==> config.mk <==
export PLATFORM = sky130hd
export DESIGN_NAME = stepper_move_ctrl_flat
export DESIGN_NICKNAME = d
export VERILOG_FILES = /design/src/rtl/stepper_move_ctrl_pkg.sv /design/src/rtl/stepper_move_ctrl_if.sv /design/src/rtl/stepper_move_ctrl_step_phase_gen.sv /design/src/rtl/stepper_move_ctrl.sv /design/src/flat_wrapper.sv
export SDC_FILE = /design/constraint.sdc
export NUM_CORES = 1
export LEC_CHECK = 0
export ABC_AREA = 1
export CORE_MARGIN = 1
export CORE_UTILIZATION = 30
export DETAILED_ROUTE_END_ITERATION = 8
export GPL_ROUTABILITY_DRIVEN = 0
export SYNTH_ARGS = -nofsm -noshare
export SYNTH_HDL_FRONTEND = slang
export SYNTH_SLANG_ARGS = --single-unit
==> constraint.sdc <==
create_clock -name i_clk -period 2.95 [get_ports i_clk]
set_clock_uncertainty 0.05 [all_clocks]
set_input_delay 0.59 -clock i_clk [delete_from_list [all_inputs] [get_ports i_clk]]
set_output_delay 0.59 -clock i_clk [all_outputs]
set_load 0.02 [all_outputs]
==> src/rtl/stepper_move_ctrl_pkg.sv <==
// Shared types, phase table and index-stepping helper for the stepper move sequencer.
package stepper_move_ctrl_pkg;

    localparam int CNT_W_DEF = 16;
    localparam int PER_W_DEF = 16;
    localparam int POS_W_DEF = 32;

    typedef enum logic [0:0] {
        IDLE = 1'b0,
        RUN  = 1'b1
    } state_t;

    // Half-step sequence; even entries energize one coil, odd entries two.
    localparam logic [3:0] PHASE_TABLE [8] = '{
        4'b0001, 4'b0011, 4'b0010, 4'b0110,
        4'b0100, 4'b1100, 4'b1000, 4'b1001
    };

    function automatic logic [2:0] next_idx(input logic [2:0] idx,
                                            input logic       dir,
                                            input logic       half);
        logic [2:0] delta;
        delta = half ? 3'd1 : 3'd2;
        if (dir) begin
            next_idx = idx + delta;
        end else begin
            next_idx = idx - delta;
        end
    endfunction

endpackage

==> src/rtl/stepper_move_ctrl_if.sv <==
// Move-command handshake bundle between a command source and the sequencer.
interface stepper_move_ctrl_if #(
    parameter int CNT_W = 16,
    parameter int PER_W = 16
);
    logic             cmd_valid;
    logic             cmd_ready;
    logic             cmd_dir;
    logic             cmd_half;
    logic [CNT_W-1:0] cmd_steps;
    logic [PER_W-1:0] cmd_period;

    modport master (
        output cmd_valid, cmd_dir, cmd_half, cmd_steps, cmd_period,
        input  cmd_ready
    );

    modport slave (
        input  cmd_valid, cmd_dir, cmd_half, cmd_steps, cmd_period,
        output cmd_ready
    );
endinterface

==> src/rtl/stepper_move_ctrl_step_phase_gen.sv <==
// Phase index register and registered coil pattern; pattern is forced to 0000 when out_en is low.
module step_phase_gen
    import stepper_move_ctrl_pkg::*;
(
    input  logic       i_clk,
    input  logic       i_clear,
    input  logic       i_step_en,
    input  logic       i_dir,
    input  logic       i_half,
    input  logic       i_out_en,
    output logic [3:0] o_control_out
);

    logic [2:0] r_idx;
    logic [3:0] r_control_out;
    logic [2:0] w_idx_next;

    // Index to be used after this edge.
    always_comb begin
        w_idx_next = r_idx;
        if (i_step_en) begin
            w_idx_next = next_idx(r_idx, i_dir, i_half);
        end else begin
            w_idx_next = r_idx;
        end
    end

    // Index and output pattern registers.
    always_ff @(posedge i_clk) begin
        if (i_clear) begin
            r_idx         <= 3'd0;
            r_control_out <= 4'b0000;
        end else begin
            r_idx         <= w_idx_next;
            r_control_out <= i_out_en ? PHASE_TABLE[w_idx_next] : 4'b0000;
        end
    end

    assign o_control_out = r_control_out;

endmodule

==> src/rtl/stepper_move_ctrl.sv <==
// Move sequencer: accepts a move command, issues steps every period clocks, tracks position.
module stepper_move_ctrl
    import stepper_move_ctrl_pkg::*;
#(
    parameter int CNT_W   = CNT_W_DEF,
    parameter int PER_W   = PER_W_DEF,
    parameter int POS_W   = POS_W_DEF,
    parameter bit HOLD_EN = 1'b1
) (
    input  logic             i_clk,
    input  logic             i_reset,
    stepper_move_ctrl_if.slave cmd_if,
    input  logic             i_abort,
    output logic [3:0]       o_control_out,
    output logic             o_busy,
    output logic             o_done,
    output logic             o_aborted,
    output logic [POS_W-1:0] o_pos
);

    state_t           r_state;
    logic             r_dir;
    logic             r_half;
    logic [CNT_W-1:0] r_steps_left;
    logic [PER_W-1:0] r_period;
    logic [PER_W-1:0] r_cnt;
    logic [POS_W-1:0] r_pos;
    logic             r_done;
    logic             r_aborted;
    logic             r_energized;

    state_t           w_state;
    logic             w_dir;
    logic             w_half;
    logic [CNT_W-1:0] w_steps_left;
    logic [PER_W-1:0] w_period;
    logic [PER_W-1:0] w_cnt;
    logic [POS_W-1:0] w_pos;
    logic             w_done;
    logic             w_aborted;
    logic             w_energized;
    logic             w_step;
    logic             w_out_en;
    logic [POS_W-1:0] w_delta;

    // Next-state, step decision and command latch.
    always_comb begin
        w_state      = r_state;
        w_dir        = r_dir;
        w_half       = r_half;
        w_steps_left = r_steps_left;
        w_period     = r_period;
        w_cnt        = r_cnt;
        w_pos        = r_pos;
        w_done       = 1'b0;
        w_aborted    = r_aborted;
        w_energized  = r_energized;
        w_step       = 1'b0;
        w_delta      = r_half ? POS_W'(1) : POS_W'(2);
        case (r_state)
            IDLE: begin
                if (cmd_if.cmd_valid) begin
                    w_aborted = 1'b0;
                    if (cmd_if.cmd_steps == CNT_W'(0)) begin
                        w_done = 1'b1;
                    end else begin
                        w_state      = RUN;
                        w_dir        = cmd_if.cmd_dir;
                        w_half       = cmd_if.cmd_half;
                        w_steps_left = cmd_if.cmd_steps;
                        w_period     = (cmd_if.cmd_period < PER_W'(2)) ? PER_W'(2) : cmd_if.cmd_period;
                        w_cnt        = PER_W'(1);
                        w_energized  = 1'b1;
                    end
                end else begin
                    w_state = IDLE;
                end
            end
            RUN: begin
                // Abort wins over a step that happens to fall due on the same edge.
                if (i_abort) begin
                    w_state   = IDLE;
                    w_done    = 1'b1;
                    w_aborted = 1'b1;
                end else if (r_cnt == r_period) begin
                    w_step       = 1'b1;
                    w_cnt        = PER_W'(1);
                    w_pos        = r_dir ? (r_pos + w_delta) : (r_pos - w_delta);
                    w_steps_left = r_steps_left - CNT_W'(1);
                    if (r_steps_left == CNT_W'(1)) begin
                        w_state = IDLE;
                        w_done  = 1'b1;
                    end else begin
                        w_state = RUN;
                    end
                end else begin
                    w_cnt = r_cnt + PER_W'(1);
                end
            end
            default: begin
                w_state = IDLE;
            end
        endcase
        w_out_en = (w_state == RUN) || (HOLD_EN && w_energized);
    end

    // Sequencer registers.
    always_ff @(posedge i_clk) begin
        if (i_reset) begin
            r_state      <= IDLE;
            r_dir        <= 1'b0;
            r_half       <= 1'b0;
            r_steps_left <= '0;
            r_period     <= '0;
            r_cnt        <= '0;
            r_pos        <= '0;
            r_done       <= 1'b0;
            r_aborted    <= 1'b0;
            r_energized  <= 1'b0;
        end else begin
            r_state      <= w_state;
            r_dir        <= w_dir;
            r_half       <= w_half;
            r_steps_left <= w_steps_left;
            r_period     <= w_period;
            r_cnt        <= w_cnt;
            r_pos        <= w_pos;
            r_done       <= w_done;
            r_aborted    <= w_aborted;
            r_energized  <= w_energized;
        end
    end

    step_phase_gen u_phase (
        .i_clk         (i_clk),
        .i_clear       (i_reset),
        .i_step_en     (w_step),
        .i_dir         (r_dir),
        .i_half        (r_half),
        .i_out_en      (w_out_en),
        .o_control_out (o_control_out)
    );

    assign cmd_if.cmd_ready = (r_state == IDLE);
    assign o_busy           = (r_state == RUN);
    assign o_done           = r_done;
    assign o_aborted        = r_aborted;
    assign o_pos            = r_pos;

endmodule
==> src/flat_wrapper.sv <==
// flat-port wrapper written by rule: the top's interface ports become plain ports
module stepper_move_ctrl_flat import stepper_move_ctrl_pkg::*;
#(
    parameter int CNT_W   = CNT_W_DEF,
    parameter int PER_W   = PER_W_DEF,
    parameter int POS_W   = POS_W_DEF,
    parameter bit HOLD_EN = 1'b1
)
  (i_clk, i_reset, i_abort, o_control_out, o_busy, o_done, o_aborted, o_pos, cmd_if_cmd_valid, cmd_if_cmd_dir, cmd_if_cmd_half, cmd_if_cmd_steps, cmd_if_cmd_period, cmd_if_cmd_ready);
  stepper_move_ctrl_if #(.CNT_W(CNT_W), .PER_W(PER_W)) cmd_if_i ();
  input  logic i_clk;
  input  logic i_reset;
  input  logic i_abort;
  output logic [3:0] o_control_out;
  output logic o_busy;
  output logic o_done;
  output logic o_aborted;
  output logic [POS_W-1:0] o_pos;
  input wire logic [$bits(cmd_if_i.cmd_valid)-1:0] cmd_if_cmd_valid;
  input wire logic [$bits(cmd_if_i.cmd_dir)-1:0] cmd_if_cmd_dir;
  input wire logic [$bits(cmd_if_i.cmd_half)-1:0] cmd_if_cmd_half;
  input wire logic [$bits(cmd_if_i.cmd_steps)-1:0] cmd_if_cmd_steps;
  input wire logic [$bits(cmd_if_i.cmd_period)-1:0] cmd_if_cmd_period;
  output wire logic [$bits(cmd_if_i.cmd_ready)-1:0] cmd_if_cmd_ready;
  assign cmd_if_i.cmd_valid = cmd_if_cmd_valid;
  assign cmd_if_i.cmd_dir = cmd_if_cmd_dir;
  assign cmd_if_i.cmd_half = cmd_if_cmd_half;
  assign cmd_if_i.cmd_steps = cmd_if_cmd_steps;
  assign cmd_if_i.cmd_period = cmd_if_cmd_period;
  assign cmd_if_cmd_ready = cmd_if_i.cmd_ready;
  stepper_move_ctrl #(.CNT_W(CNT_W), .PER_W(PER_W), .POS_W(POS_W), .HOLD_EN(HOLD_EN)) u_core (.i_clk(i_clk), .i_reset(i_reset), .cmd_if(cmd_if_i), .i_abort(i_abort), .o_control_out(o_control_out), .o_busy(o_busy), .o_done(o_done), .o_aborted(o_aborted), .o_pos(o_pos));
endmodule
# Word level (Yosys, flattened, before mapping)
# Memories as Yosys holds them, arrays and structs flattened. A register that Yosys moved wholly into a read port is not among the register bits.
# Index checks and enable logic that the tools add are counted.
# W data, S select, Z words.
# totals
ramBits	0
romBits	32
in_bits	38
n_memories	1
output_inout_bits	40
register_bits	89
word_cells	76
latch_bits	0
# classes
mul	0
add_sub_neg	6
bitwise	5
reduce_logical	8
n_shift	0
muxes	37
n_lt_le_gt_ge	1
div	0
eq_ne	7
# mem_list
name	depth	word_bits	read_ports	rd_ports_with_merged_regs	wr	line_no	source
(no name shown)	8	4	1	1	0	stepper_move_ctrl_step_phase_gen.sv:35	r_control_out <= i_out_en ? PHASE_TABLE[w_idx_next] : 4'b0000;
# ops
cell	count
$mux W16	9
$pmux W16 S2	2
$add A32 B32 Y32	1
$mux W32	1
$sub A32 B32 Y32	1
$mux W1	18
$add A16 B1 Y16 const B	1
$eq A16 B1 Y1 const B	1
$eq A16 B16 Y1	1
$logic_not A16 Y1	1
$lt A16 B2 Y1 const B	1
$sub A16 B1 Y16 const B	1
$ne A2 B2 Y1 const B	5
$reduce_and A3 Y1	3
$mux W3	2
$pmux W1 S2	3
$mux W2	2
$not A1 Y1	4
$not A3 Y4	1
$reduce_and A4 Y1	1
$add A3 B3 Y3	1
$sub A3 B3 Y3	1
$reduce_and A2 Y1	1
$reduce_or A2 Y1	1
$logic_or A1 B1 Y1	1

# Logic depth before layout (Yosys ltp)
# logic_depth
word_depth	8
depth_mapped	15
ltp_nobuf	15

# Modules after synthesis
# Synthesis repeated with hierarchy kept, for this count alone.
# hier_totals
cells_unflattened	1169
area_unflattened_um2	7019.2
# by_module_without_submodules
mod	area_each_um2	n_inst	seq_area_each_um2	cells_each
stepper_move_ctrl	6647.6	1	1721.7	1122
step_phase_gen	371.6	1	140.1	47

# Least setup slack after synthesis
# OpenSTA, ideal clock, no wires.
# synth_timing
path_kind	register to register
start	reg u_core.r_dir
end	reg u_core.r_pos[27], in the netlist u_core.o_pos[27]
period_less_slack_ns	2.328
arrival_time_ns	2.163
setup_ns	0.115
setup_slack_ns	0.622
required_ns	2.785
path_stages_with_launch	14
path_buffers	0
path_cell_list	dfxtp_1 > inv_1 > ha_1 > nand2_1 > o21ai_0 > nand2_1 > nand2_1 > nand2_1 > nand2_1 > nand2_1 > nand3_1 > nand2_1 > nor2_1 > nor2_1
# synth_between
elab_chain_cells	1
# synth_rtl
element	line_no	source
from (decl)	stepper_move_ctrl.sv:22	logic r_dir;
from (signal assigned)	stepper_move_ctrl.sv:122	r_dir <= w_dir;
$mux W32	stepper_move_ctrl.sv:88	w_pos = r_dir ? (r_pos + w_delta) : (r_pos - w_delta);
to (signal assigned)	stepper_move_ctrl.sv:127	r_pos <= w_pos;
to (decl)	stepper_move_ctrl.sv:27	logic [POS_W-1:0] r_pos;
# Every way passes these cells.
# A chain may end at the register's enable or synchronous reset.

# Worst setup path after layout
# layout_timing
start	reg u_core.r_dir
end	reg u_core.r_pos[29], in the netlist u_core.o_pos[29]
# The elaborated chain is that of the path after synthesis.

==> run metrics <==
run status completed; vias in the first global route 6413; Final Cell Area 8000 sq um; leading cell type in the layout, fill and taps excluded nand2_1; Required @ worst endpoint 3.16 ns; maximum operating frequency 403 MHz; ant diodes 0; gr ovfl total 0; Ports 78; final setup fails 0; worst setup margin 0.468 ns; flops & latches, synth 93; Rows 54; CTS tree built; Pins Over Slew Limit 0; sequence of cells on the critical path inv_1, buf_4, ha_1, nand2_1, nor2_1, and2_1, nand2_1, nand2_1, nand2_1, nand3_1, nand3_1, nand2_1, inv_1; Most common cell on crit path nand2_1; fin crit share 0.841; post-synth cell types 43; cells after synthesis 1056; Die Y 151 microns; Max FO, Critical Path 28; GRT Total Usage 0.171; starting density of the core 0.305; area delta synth->final 20.6%; minimum clock period 2.48 ns; dpl hpwl 14.3 mm; syn nets 1131; Clk pwr share 0.362; WP depth 13; Resized Gates After CTS 0; Reg2Reg Depth 13; Total Die Area 22700 sq um; Tightest Pin Transition 0.779 ns; Util after Layout 0.368; fill count 2380; Port Buffers 77; deepest level of the CTS H-tree 3; Reg clk slew, reported paths 0.08 ns; asr flop ratio synth 0; Buf+Inv Stages, Crit Path 3; antenna violations before repair 0; non-filler cells, final 1414; clk root buf clkbuf_16; 1st-iter DRT viols 395; normalized max-slew margin 0.480; routed len/inst 12.9 microns; slowest cell on the critical path dfxtp_1; Post-synth top flop dfxtp_1; sequential-to-total area share from yosys stat 0.281; Int Power 2.18 mW; largest net degree at the start of global routing 34; P_sw 1.12 mW; worst hold slack 0.427 ns; clock sinks 93; clock buffer depth 2; Via Count 6635; Post-CTS Setup Bufs 0; RSZ-0062 raised after global routing false; Comb power frac 0.229; Vias/cell 4.69; number of max-cap violations 0; drt first pass iters 5; die span in x 151 microns; critical path startpoint category flip-flop; setup TNS 0 ns; Largest delay share family, worst path simple AND/OR/NAND/NOR gates; total core area 21800 sq um; drc violations 0; TritonCTS buffer count 9; first-pass GRT wire length 30.6 mm; maximum VDD drop 0.230 mV; placed inst area 7700 sq um; worst min-delay path class flip-flop to flip-flop; Sw Ratio 0.339; Power Dens Cells 413 nW/um^2; Placed Cells 1398; Worst Path Arrival 2.69 ns; Warnings, synthesis 0; WS Path Type flip-flop to flip-flop; layout cells sized above 1 0.0494; Final Total Pwr 3.30 mW; most frequent cells in the layout nand2_1, inv_1, nor2_1, dfxtp_1, a21oi_1; Hold Path Cell Cnt 2; post-route ant nets 0; sequential share of power 0.409; Post-synth EDFFs 0; P_leak 3.76 nW; Setup Slack @ Placement 0.209 ns; Critical Path End Type flip-flop; fin nets 1204; CTS Hold Bufs 0; Hold Fails Final Rpt 0; clk_lat worst skew 0.37 ns; max incr delay on CP 0.42 ns; Post-Synthesis Mean Instance Area 6.28 sq um; Post-Syn Area 6630 sq um; DRT Wirelength 18.3 mm
-- power by group through the flow --
stage	Combinational (mW)	Clock, mW	Sequential (mW)
after floorplan	0.538	0	1.37
after global placement	0.750	0	1.38
after detailed placement	0.755	0	1.38
after CTS	0.759	1.24	1.35
after global routing	0.863	1.30	1.36
final	0.756	1.19	1.35
-- final cells by class --
type	count	area [sq um]	share of cell area
clock buffer	9	225	0.0282
timing repair buffer	88	866	0.108
tap	280	350	0.0438
clock inverter	7	71.3	0.00891
sequential	93	1860	0.233
multi-input combinational	781	4040	0.505
inverter	156	589	0.0737
-- state kept, by name, summed over array words and instances (netlist names), 3 cells and up --
register,cells
u_core.r_cnt,16
u_core.r_period,16
u_core.u_phase.r_idx,3
u_core.r_steps_left,16
u_core.o_pos,32
u_core.u_phase.o_control_out,4
-- routing by layer --
| metal | GRT usage | part of all wire |
|---|---|---|
| met4 | 0.0500 | 0.016 |
| met5 | 0 | 0 |
| met2 | 0.301 | 0.47 |
| met3 | 0.0288 | 0.041 |
| met1 | 0.213 | 0.47 |
-- cells by family after synthesis --
family                     Yosys count  share of synthesized area
buffers and inverters              182                      0.111
and+or+nand+nor                    510                      0.328
AOI/OAI and AO/OA                  206                      0.171
adders and majority gates           37                     0.0721
xor gates and xnor gates            28                     0.0370
DFF                                 93                      0.281
-- cells in the mapped netlist, drive strengths merged, types with 3 or more instances --
cell type  number  area [sq um]
nand3b          3          22.5
nor3           22           125
ha             35           438
o21bai          3          22.5
nand4          15          93.8
o21ai          84           420
xor2            8          70.1
o21a           15           113
clkbuf         11          41.3
a211oi          8          80.1
a21oi          86           434
nand3          61           328
nor2          124           498
inv           155           584
and2            3          18.8
dfxtp          93          1860
nand2         277          1060
xnor2          20           175
a31oi           6          37.5
buf            15           103
-- worst min-delay path: stages (launching register included) --
cell	delay (ns)
dfxtp_1	0.32
inv_1	0.07
a21oi_1	0.05
-- worst paths after layout --
kind | from | endpoint | slack (ns)
worst max register to register | u_core.r_dir$_SDFFE_PP0P_ | u_core.o_pos[29]$_SDFFE_PP0N_ | 0.47
worst min-delay path | u_core.r_period[3]$_SDFFE_PP0P_ | u_core.r_period[3]$_SDFFE_PP0P_ | 0.43
worst max-delay path | u_core.r_dir$_SDFFE_PP0P_ | u_core.o_pos[29]$_SDFFE_PP0N_ | 0.47
worst min register to register | u_core.r_period[3]$_SDFFE_PP0P_ | u_core.r_period[3]$_SDFFE_PP0P_ | 0.43
(Power assumes the default switching activity.)
